--- src/rtl/mc_ctrl_if.sv ---
// Bus between the multi-cycle controller and the datapath/memories.
// The controller takes the master side; the datapath (or a bench) takes the slave side.
interface mc_ctrl_if #(
   parameter int CNT_W = 32
);
   logic [5:0]       opcode;
   logic [5:0]       funct;
   logic             zero;
   logic             imem_ready;
   logic             dmem_ready;
   logic             imem_req;
   logic             dmem_req;
   logic             dm_we;
   logic             ir_wr;
   logic             pc_wr;
   logic [1:0]       npc_sel;
   logic             rf_wr;
   logic [1:0]       a3_sel;
   logic [1:0]       wd_sel;
   logic             alu_b_sel;
   logic [1:0]       ext_op;
   logic [1:0]       alu_op;
   logic [2:0]       state;
   logic             illegal;
   logic [CNT_W-1:0] retired;

   modport master (
      input  opcode, funct, zero, imem_ready, dmem_ready,
      output imem_req, dmem_req, dm_we, ir_wr, pc_wr, npc_sel, rf_wr,
             a3_sel, wd_sel, alu_b_sel, ext_op, alu_op, state, illegal, retired
   );

   modport slave (
      output opcode, funct, zero, imem_ready, dmem_ready,
      input  imem_req, dmem_req, dm_we, ir_wr, pc_wr, npc_sel, rf_wr,
             a3_sel, wd_sel, alu_b_sel, ext_op, alu_op, state, illegal, retired
   );
endinterface

--- src/rtl/mc_ctrl.sv ---
// Multi-cycle MIPS main controller: FETCH/DECODE/EXE/MEM/WB sequencing with
// wait-state aware memory handshakes, a sticky illegal flag and a retire counter.
module mc_ctrl #(
   parameter int CNT_W  = 32,
   parameter int RA_REG = 31
) (
   input logic        clk,
   input logic        reset,
   mc_ctrl_if.master  bus
);
   typedef enum logic [2:0] {
      FETCH  = 3'd0,
      DECODE = 3'd1,
      EXE    = 3'd2,
      MEM    = 3'd3,
      WB     = 3'd4
   } state_t;

   localparam logic [1:0] A3_RA = (RA_REG == 31) ? 2'd2 : 2'd2;

   state_t           state_q, state_d;
   logic             illegal_q, illegal_d;
   logic [CNT_W-1:0] retired_q, retired_d;
   logic             retire;

   logic is_r, op_addu, op_subu, op_jr, op_nop;
   logic op_ori, op_lui, op_lw, op_sw, op_beq, op_jal, legal;

   logic       imem_req_c, dmem_req_c, dm_we_c, ir_wr_c, pc_wr_c, rf_wr_c;
   logic [1:0] npc_sel_c, a3_sel_c, wd_sel_c, ext_op_c, alu_op_c;
   logic       alu_b_sel_c;

   always_comb begin
      is_r    = (bus.opcode == 6'h00);
      op_addu = is_r && (bus.funct == 6'h21);
      op_subu = is_r && (bus.funct == 6'h23);
      op_jr   = is_r && (bus.funct == 6'h08);
      op_nop  = is_r && (bus.funct == 6'h00);
      op_ori  = (bus.opcode == 6'h0D);
      op_lui  = (bus.opcode == 6'h0F);
      op_lw   = (bus.opcode == 6'h23);
      op_sw   = (bus.opcode == 6'h2B);
      op_beq  = (bus.opcode == 6'h04);
      op_jal  = (bus.opcode == 6'h03);
      legal   = op_addu | op_subu | op_jr | op_nop | op_ori | op_lui |
                op_lw | op_sw | op_beq | op_jal;
   end

   always_comb begin
      state_d     = state_q;
      illegal_d   = illegal_q;
      retire      = 1'b0;
      imem_req_c  = 1'b0;
      dmem_req_c  = 1'b0;
      dm_we_c     = 1'b0;
      ir_wr_c     = 1'b0;
      pc_wr_c     = 1'b0;
      rf_wr_c     = 1'b0;
      npc_sel_c   = 2'd0;
      a3_sel_c    = 2'd0;
      wd_sel_c    = 2'd0;
      alu_b_sel_c = 1'b0;
      ext_op_c    = 2'd0;
      alu_op_c    = 2'd0;
      case (state_q)
         FETCH: begin
            imem_req_c = 1'b1;
            if (bus.imem_ready) begin
               ir_wr_c = 1'b1;
               pc_wr_c = 1'b1;
               state_d = DECODE;
            end
         end
         DECODE: begin
            if (!legal) begin
               illegal_d = 1'b1;
               state_d   = FETCH;
            end else if (op_jal) begin
               // PC already holds PC+4 here, so the link value comes straight from PC
               rf_wr_c   = 1'b1;
               a3_sel_c  = A3_RA;
               wd_sel_c  = 2'd2;
               pc_wr_c   = 1'b1;
               npc_sel_c = 2'd2;
               retire    = 1'b1;
               state_d   = FETCH;
            end else if (op_jr) begin
               pc_wr_c   = 1'b1;
               npc_sel_c = 2'd3;
               retire    = 1'b1;
               state_d   = FETCH;
            end else if (op_nop) begin
               retire  = 1'b1;
               state_d = FETCH;
            end else begin
               state_d = EXE;
            end
         end
         EXE: begin
            if (op_lw || op_sw) begin
               alu_b_sel_c = 1'b1;
               ext_op_c    = 2'd1;
               state_d     = MEM;
            end else if (op_beq) begin
               alu_op_c  = 2'd1;
               pc_wr_c   = bus.zero;
               npc_sel_c = 2'd1;
               retire    = 1'b1;
               state_d   = FETCH;
            end else if (op_subu) begin
               alu_op_c = 2'd1;
               state_d  = WB;
            end else if (op_ori) begin
               alu_b_sel_c = 1'b1;
               alu_op_c    = 2'd2;
               state_d     = WB;
            end else if (op_lui) begin
               alu_b_sel_c = 1'b1;
               ext_op_c    = 2'd2;
               alu_op_c    = 2'd3;
               state_d     = WB;
            end else if (op_addu) begin
               state_d = WB;
            end else begin
               state_d = FETCH;
            end
         end
         MEM: begin
            // ALU controls stay at the address computation while the access waits
            alu_b_sel_c = 1'b1;
            ext_op_c    = 2'd1;
            dmem_req_c  = 1'b1;
            dm_we_c     = op_sw;
            if (bus.dmem_ready) begin
               if (op_sw) begin
                  retire  = 1'b1;
                  state_d = FETCH;
               end else begin
                  state_d = WB;
               end
            end
         end
         WB: begin
            rf_wr_c  = 1'b1;
            a3_sel_c = is_r ? 2'd1 : 2'd0;
            wd_sel_c = op_lw ? 2'd1 : 2'd0;
            retire   = 1'b1;
            state_d  = FETCH;
         end
         default: state_d = FETCH;
      endcase
      retired_d = retired_q + CNT_W'(retire);
   end

   always_ff @(posedge clk) begin
      if (!reset) begin
         state_q   <= FETCH;
         illegal_q <= 1'b0;
         retired_q <= '0;
      end else begin
         state_q   <= state_d;
         illegal_q <= illegal_d;
         retired_q <= retired_d;
      end
   end

   // Strobes are held off for the whole time reset is low, not just after the edge
   assign bus.imem_req  = imem_req_c & reset;
   assign bus.dmem_req  = dmem_req_c & reset;
   assign bus.dm_we     = dm_we_c & reset;
   assign bus.ir_wr     = ir_wr_c & reset;
   assign bus.pc_wr     = pc_wr_c & reset;
   assign bus.rf_wr     = rf_wr_c & reset;
   assign bus.npc_sel   = npc_sel_c;
   assign bus.a3_sel    = a3_sel_c;
   assign bus.wd_sel    = wd_sel_c;
   assign bus.alu_b_sel = alu_b_sel_c;
   assign bus.ext_op    = ext_op_c;
   assign bus.alu_op    = alu_op_c;
   assign bus.state     = state_q;
   assign bus.illegal   = illegal_q;
   assign bus.retired   = retired_q;
endmodule

--- src/flat_wrapper.sv ---
// flat-port wrapper written by rule: the top's interface ports become plain ports
module mc_ctrl_flat 
#(
   parameter int CNT_W  = 32,
   parameter int RA_REG = 31
)
  (clk, reset, bus_opcode, bus_funct, bus_zero, bus_imem_ready, bus_dmem_ready, bus_imem_req, bus_dmem_req, bus_dm_we, bus_ir_wr, bus_pc_wr, bus_npc_sel, bus_rf_wr, bus_a3_sel, bus_wd_sel, bus_alu_b_sel, bus_ext_op, bus_alu_op, bus_state, bus_illegal, bus_retired);
  mc_ctrl_if #(.CNT_W(CNT_W)) bus_i ();
  input logic clk;
  input logic reset;
  input wire logic [$bits(bus_i.opcode)-1:0] bus_opcode;
  input wire logic [$bits(bus_i.funct)-1:0] bus_funct;
  input wire logic [$bits(bus_i.zero)-1:0] bus_zero;
  input wire logic [$bits(bus_i.imem_ready)-1:0] bus_imem_ready;
  input wire logic [$bits(bus_i.dmem_ready)-1:0] bus_dmem_ready;
  output wire logic [$bits(bus_i.imem_req)-1:0] bus_imem_req;
  output wire logic [$bits(bus_i.dmem_req)-1:0] bus_dmem_req;
  output wire logic [$bits(bus_i.dm_we)-1:0] bus_dm_we;
  output wire logic [$bits(bus_i.ir_wr)-1:0] bus_ir_wr;
  output wire logic [$bits(bus_i.pc_wr)-1:0] bus_pc_wr;
  output wire logic [$bits(bus_i.npc_sel)-1:0] bus_npc_sel;
  output wire logic [$bits(bus_i.rf_wr)-1:0] bus_rf_wr;
  output wire logic [$bits(bus_i.a3_sel)-1:0] bus_a3_sel;
  output wire logic [$bits(bus_i.wd_sel)-1:0] bus_wd_sel;
  output wire logic [$bits(bus_i.alu_b_sel)-1:0] bus_alu_b_sel;
  output wire logic [$bits(bus_i.ext_op)-1:0] bus_ext_op;
  output wire logic [$bits(bus_i.alu_op)-1:0] bus_alu_op;
  output wire logic [$bits(bus_i.state)-1:0] bus_state;
  output wire logic [$bits(bus_i.illegal)-1:0] bus_illegal;
  output wire logic [$bits(bus_i.retired)-1:0] bus_retired;
  assign bus_i.opcode = bus_opcode;
  assign bus_i.funct = bus_funct;
  assign bus_i.zero = bus_zero;
  assign bus_i.imem_ready = bus_imem_ready;
  assign bus_i.dmem_ready = bus_dmem_ready;
  assign bus_imem_req = bus_i.imem_req;
  assign bus_dmem_req = bus_i.dmem_req;
  assign bus_dm_we = bus_i.dm_we;
  assign bus_ir_wr = bus_i.ir_wr;
  assign bus_pc_wr = bus_i.pc_wr;
  assign bus_npc_sel = bus_i.npc_sel;
  assign bus_rf_wr = bus_i.rf_wr;
  assign bus_a3_sel = bus_i.a3_sel;
  assign bus_wd_sel = bus_i.wd_sel;
  assign bus_alu_b_sel = bus_i.alu_b_sel;
  assign bus_ext_op = bus_i.ext_op;
  assign bus_alu_op = bus_i.alu_op;
  assign bus_state = bus_i.state;
  assign bus_illegal = bus_i.illegal;
  assign bus_retired = bus_i.retired;
  mc_ctrl #(.CNT_W(CNT_W), .RA_REG(RA_REG)) u_core (.clk(clk), .reset(reset), .bus(bus_i));
endmodule
--- config.mk ---
export PLATFORM = sky130hd
export DESIGN_NAME = mc_ctrl_flat
export DESIGN_NICKNAME = d
export VERILOG_FILES = /design/src/rtl/mc_ctrl_if.sv /design/src/rtl/mc_ctrl.sv /design/src/flat_wrapper.sv
export SDC_FILE = /design/constraint.sdc
export NUM_CORES = 1
export LEC_CHECK = 0
export CAP_MARGIN = 0
export CORE_MARGIN = 2
export CORE_UTILIZATION = 42
export CTS_CLUSTER_SIZE = 16
export DETAILED_ROUTE_END_ITERATION = 8
export GPL_ROUTABILITY_DRIVEN = 0
export PLACE_DENSITY = 0.87
export SLEW_MARGIN = 5
export SYNTH_ARGS = -nofsm -noshare
export SYNTH_HDL_FRONTEND = slang
export SYNTH_SLANG_ARGS = --single-unit
--- constraint.sdc ---
create_clock -name clk -period 2.6 [get_ports clk]
set_input_delay 0.39 -clock clk [delete_from_list [all_inputs] [get_ports clk]]
set_output_delay 0.39 -clock clk [all_outputs]
set_load 0.02 [all_outputs]
## Word level (Yosys, flattened, before mapping)

Index checks and enable logic that the tools add are counted.

| operators by class | value |
|---|---|
| $add $sub $neg | 1 |
| mux-type cells | 67 |
| reductions and logical operators | 10 |
| equality and inequality tests | 15 |
| bitwise gates (word level) | 16 |

Operator list:

| cell | count |
|---|---|
| two-way mux 2 bit | 18 |
| two-way mux 3 bit | 12 |
| adder 32 x 1 -> 32 bit | 1 |
| two-way mux 1 bit | 28 |
| == test 6 bit (second input constant) | 4 |
| == test 6 x 4 -> 1 bit (second input constant) | 3 |
| case mux 2 bit (2 select lines) | 4 |
| logical NOT 6 bit | 2 |
| case mux 3 bit (4 select lines) | 1 |
| bitwise OR 1 bit | 9 |
| bitwise AND 1 bit | 6 |
| == test 3 x 2 -> 1 bit (second input constant) | 2 |
| == test 6 x 2 -> 1 bit (second input constant) | 1 |
| == test 6 x 3 -> 1 bit (second input constant) | 1 |
| logical AND 1 bit | 4 |
| != test 2 bit (second input constant) | 2 |
| case mux 1 bit (2 select lines) | 2 |
| case mux 1 bit (4 select lines) | 1 |
| AND reduction 2 bit | 2 |
| == test 3 x 1 -> 1 bit (second input constant) | 1 |
| == test 3 bit (second input constant) | 1 |
| logical NOT 3 bit | 1 |
| case mux 1 bit (3 select lines) | 1 |
| logical OR 1 bit | 1 |
| inverter 1 bit | 1 |

| storage, ports and cells | value |
|---|---|
| bits in registers | 36 |

## Logic depth before layout (Yosys ltp)

Gate-level depths: netlist of run 1.

| depth | value |
|---|---|
| word-level depth | 14 |
| mapped depth | 12 |
| gate-level depth less buffers | 10 |

## Worst setup path before layout of run 1

Ideal clock, no wire load.

| path | value |
|---|---|
| path kind | input to register |
| from | input bus_opcode[0] |
| to | register u_core.retired_q[18], in the netlist u_core.bus.retired[18] |
| stages | 11 |
| data required time | 2529 ps |
| path slack | -170 ps |
| setup time | 71 ps |
| data arrival time | 2698 ps |
| path through | clkbuf_2 nor4_1 and3_1 nor2_1 o211ai_1 ha_1 ha_1 nand4_1 clkbuf_1 or4_1 a21oi_1 |

| on the way | value |
|---|---|
| word-level cells in the longest chain between the ends | 14 |

Ends and longest elaborated chain:

| what | line | source |
|---|---|---|
| start: declaration | flat_wrapper.sv:11 | `input wire logic [$bits(bus_i.opcode)-1:0] bus_opcode;` |
| logical NOT 6 bit | mc_ctrl.sv:34 | `is_r = (bus.opcode == 6'h00);` |
| logical AND 1 bit, on equally long branches | mc_ctrl.sv:35, mc_ctrl.sv:36 |  |
| bitwise OR 1 bit (6 in a row) | mc_ctrl.sv:45 | `legal = op_addu \| op_subu \| op_jr \| op_nop \| op_ori \| op_lui \|` |
| bitwise OR 1 bit (3 in a row) | mc_ctrl.sv:46 | `op_lw \| op_sw \| op_beq \| op_jal;` |
| two-way mux 1 bit | mc_ctrl.sv:75 | `if (!legal) begin` |
| case mux 1 bit (4 select lines) (*) | mc_ctrl.sv:65 | `case (state_q)` |
| adder 32 x 1 -> 32 bit (*) | mc_ctrl.sv:152 | `retired_d = retired_q + CNT_W'(retire);` |
| end signal: assignment | mc_ctrl.sv:163 | `retired_q <= retired_d;` |
| end: declaration | mc_ctrl.sv:23 | `logic [CNT_W-1:0] retired_q, retired_d;` |

Mark *: on every way between the ends. The rest lies on a longest branch, timed or not.
A chain may end at the register's enable or synchronous reset.

## Worst setup path after layout of run 1

| path | value |
|---|---|
| from | input bus_funct[5] |
| to | output bus_pc_wr |

| on the way | value |
|---|---|
| word-level cells in the longest chain between the ends | 14 |

Ends and longest elaborated chain:

| what | line | source |
|---|---|---|
| start: declaration | flat_wrapper.sv:12 | `input wire logic [$bits(bus_i.funct)-1:0] bus_funct;` |
| == test 6 bit, on equally long branches | mc_ctrl.sv:35, mc_ctrl.sv:36 |  |
| logical AND 1 bit, on equally long branches | mc_ctrl.sv:35, mc_ctrl.sv:36 |  |
| bitwise OR 1 bit (6 in a row) | mc_ctrl.sv:45 |  |
| bitwise OR 1 bit (3 in a row) | mc_ctrl.sv:46 |  |
| two-way mux 1 bit (*) | mc_ctrl.sv:75 |  |
| case mux 1 bit (3 select lines) (*) | mc_ctrl.sv:65 |  |
| bitwise AND 1 bit (*) | mc_ctrl.sv:172 | `assign bus.pc_wr = pc_wr_c & reset;` |
| end: declaration | flat_wrapper.sv:20 | `output wire logic [$bits(bus_i.pc_wr)-1:0] bus_pc_wr;` |

Marked as above.

==> reports/results.tsv, run 1 <==
metric	value	unit
first-pass GRT wire length	10360	um
Die Footprint	5725	um^2
post-synthesis sequential area ratio	0.3341	
Clock Pin Slew Worst Setup and Hold Paths	0.07	ns
EDFF count, synth	0	
Routed Antenna Nets	0	
total I/O pin count	70	
Simple-Gate Fraction of Synth Area	0.3886	
Die X	75.67	um
post-place instance area	3132	um^2
cells along the critical path	dlygate4sd2_1 > nor3_2 > buf_4 > buf_4 > buf_4 > buf_4 > nand4_1 > a21o_1 > a21oi_1 > clkdlybuf4s15_1	
fraction of layout cells with a size suffix above 1	0.2243	
crit-path leading delay family	buffers and inverters	
PD cells	326.0	nW/um^2
routed vias/inst	5.605	
worst skew pair latency	0.29	ns
cells taking the most area after synthesis	dfxtp_1 (33%), a21oi_1 (4.4%), nand4_1 (4.4%)	
Seq cells post-synth	36	
Post-synth ARST share	0	
area share of xor/xnor cells in the synthesized design	0.04872	
Remaining DRCs	0	
CP Launch Type	primary input	
CTS max path bufs	2	
Layout Skew	0.003051	ns
final instance area	3363	um^2
Slew Viols, Final	0	
final setup fails	0	
Antenna Cells	0	
most used cell, CP	buf_4	
post-synth top area share	0.3341	
synthesized area	2157	um^2
Lkg Pwr	1.256	nW
maximum vdd drop	0.2240	mV
CP max FO	2	
adder-cell share of the synthesized area	0.01160	
CTS tree	yes	
Routed wire per std cell	15.12	um
fin crit share	0.9699	
H-tree levels	2	
Slew HR	0.7109	
max_cap viols	0	
main flop type after synthesis	dfxtp_1	
WP data required	2.21	ns
final hold viol count	0	
pin count of the biggest net entering global routing	27	
Layout Nets	388	
Vias	2466	
mux cell area share after synthesis	0.02784	
Final Critical Period	2.522	ns
Overflow after GRT	0	
Hold Path Class	reg -> reg	
slowest stage delay, CP	0.34	ns
Data arrival, critical path	2.13	ns
Area growth, synth to finish	55.92	%
slowest stage cell, crit path	clkdlybuf4s15_1	
total iterations of the first detailed-routing run	5	
Num CTS Buffers	5	
Synth area leader	dfxtp_1	
largest family of logic cells by synthesized area	simple AND/OR/NAND/NOR gates	
Initial Util	0.4278	
Post-CTS Hold Fix Bufs	0	
Buffers & Inverters on Critical Path	6	
RSZ-0062 raised after global routing	no	
Hold WS	0.5038	ns
Total Wirelength	6652	um
FP Rows	26	
f_max	0.3965	GHz
initial antenna violation count	0	
drt first-iter violations	187	
HPWL Detailed	4562	um
Syn Inst Count	266	
Worst-Margin Slew	0.4318	ns
CP endpoint kind	primary output	
Final Util	0.6670	
Total GRT Usage	0.2338	
Synthesis Warnings	0	
post-synthesis cell type count	45	
Compound-Gate Fraction of Synth Area	0.1375	
die outline height	75.67	um
clk sinks	36	
root buffer cell	clkbuf_8	
status	finished, final reports clean	
Syn Area/Cell	8.109	um^2
port bufs	69	
Core ar.	5042	um^2
syn nets	285	
vias in the first global route	2269	
Setup Total Neg Slack	0	ns
Setup CP Type	in -> out	
-- logic make-up after synthesis --
group	count (synthesis)
muxes	6
AOI/OAI and AO/OA	46
buffers and inverters	23
xor gates and xnor gates	12
and+or+nand+nor	141
adders and majority gates	2
DFF	36
-- per-stage QoR --
| step | worst slack, ns | total power [mW] | instances |
|---|---|---|---|
| floorplan | 0.0005638 | 0.6185 | 266 |
| global placement | -0.4368 | 0.6840 | 423 |
| detailed placement | -0.5682 | 0.6869 | 423 |
| CTS | 0.002928 | 1.090 | 438 |
| global route | 0.004492 | 1.132 | 440 |
| finish | 0.07819 | 1.096 | 440 |
-- worst paths after layout --
path,slack (ns),end,from,cells past startpoint
min,0.50,u_core.bus.retired[22],u_core.bus.retired[22],2
min reg2reg,0.50,u_core.bus.retired[22],u_core.bus.retired[22],2
max,0.08,bus_pc_wr,bus_funct[5],10
max reg2reg,0.16,u_core.bus.retired[16],u_core.bus.state[0],10
-- timing repair --
item | CTS | global route
setup buffers | 6 | 2
endpoints found under the setup margin | 37 | 28
cloned | 1 | 0
pin swaps | 11 | 17
gates resized for setup | 24 | 38
-- cells in the final DEF (no fill, tap or decap), types with 3 or more instances in the layout --
cell and count:
clkbuf_2 3, and4_1 10, and2_1 5, nand3_1 13, o21ai_0 3, o31ai_1 9, or4_4 5, or4_1 7
nor3_1 7, dlygate4sd2_1 5, nand4_1 15, buf_4 40, dfxtp_1 35, nor4_1 3, nand2_1 21, xnor2_1 7
and3_1 5, clkbuf_8 6, nor2_1 25, o31ai_2 3, xor2_1 5, a21oi_1 14, mux2i_1 6, clkdlybuf4s50_1 53
inv_1 7, a21oi_2 5, nor2b_1 3, nand2b_1 8
-- worst min-delay path, stage by stage (launching register included) --
cell and delay, ns:
dfxtp_1 0.33, o31ai_1 0.08, a21oi_2 0.05
-- state kept, by name, indices dropped and copies added, names as in the netlist --
name	flops
u_core.bus.retired	32
u_core.bus.state	3
u_core.bus.illegal	1
-- layout make-up --
class | count | area, um^2
Multi-Input combinational cell | 207 | 1440
Inverter | 8 | 30.03
Clock buffer | 8 | 90.09
Tap cell | 70 | 87.58
Timing Repair Buffer | 111 | 993.5
Sequential cell | 36 | 721.9
Fill cell | 393 | 1679
-- cell usage after synthesis, types with 3 or more instances --
master and n:
nor4_1 4, nand2_1 21, and2_1 5, nand4_1 15
a21oi_1 19, inv_1 7, and4_1 10, nand3_1 13
nor2b_1 3, nand2b_1 8, xnor2_1 7, o31ai_1 12
and3_1 7, nor3_1 8, mux2i_1 6, buf_2 3
nor2_1 25, clkbuf_1 6, o21ai_0 4, xor2_1 5
dfxtp_1 36, or4_1 12
-- power breakdown --
part / internal, mW / switching (mW) / total, mW
sequential: 0.554 / 0.00324 / 0.557
clock: 0.216 / 0.199 / 0.416
combinational: 0.0591 / 0.0647 / 0.124
-- per-layer routing --
layer / up-vias / part of all wire / track usage
li1: 1199 / - / -
met1: 1161 / 0.42 / 0.2881
met2: 99 / 0.51 / 0.4097
met3: 7 / 0.062 / 0.05556
met4: 0 / 0.0096 / 0.06043
met5: - / 0 / 0
Power figures use the tool's default switching activity.
==> run 2: changes to the inputs <==
CTS_CLUSTER_DIAMETER = 60   (was not set)
==> results of run 2 <==
The final DEF is identical to that of run 1; final timing and power are the same.
==> run 3: changes to the inputs <==
CTS_CLUSTER_DIAMETER = not set   (was 60)
==> results of run 3 <==
The final DEF is identical to that of run 1; final timing and power are the same.
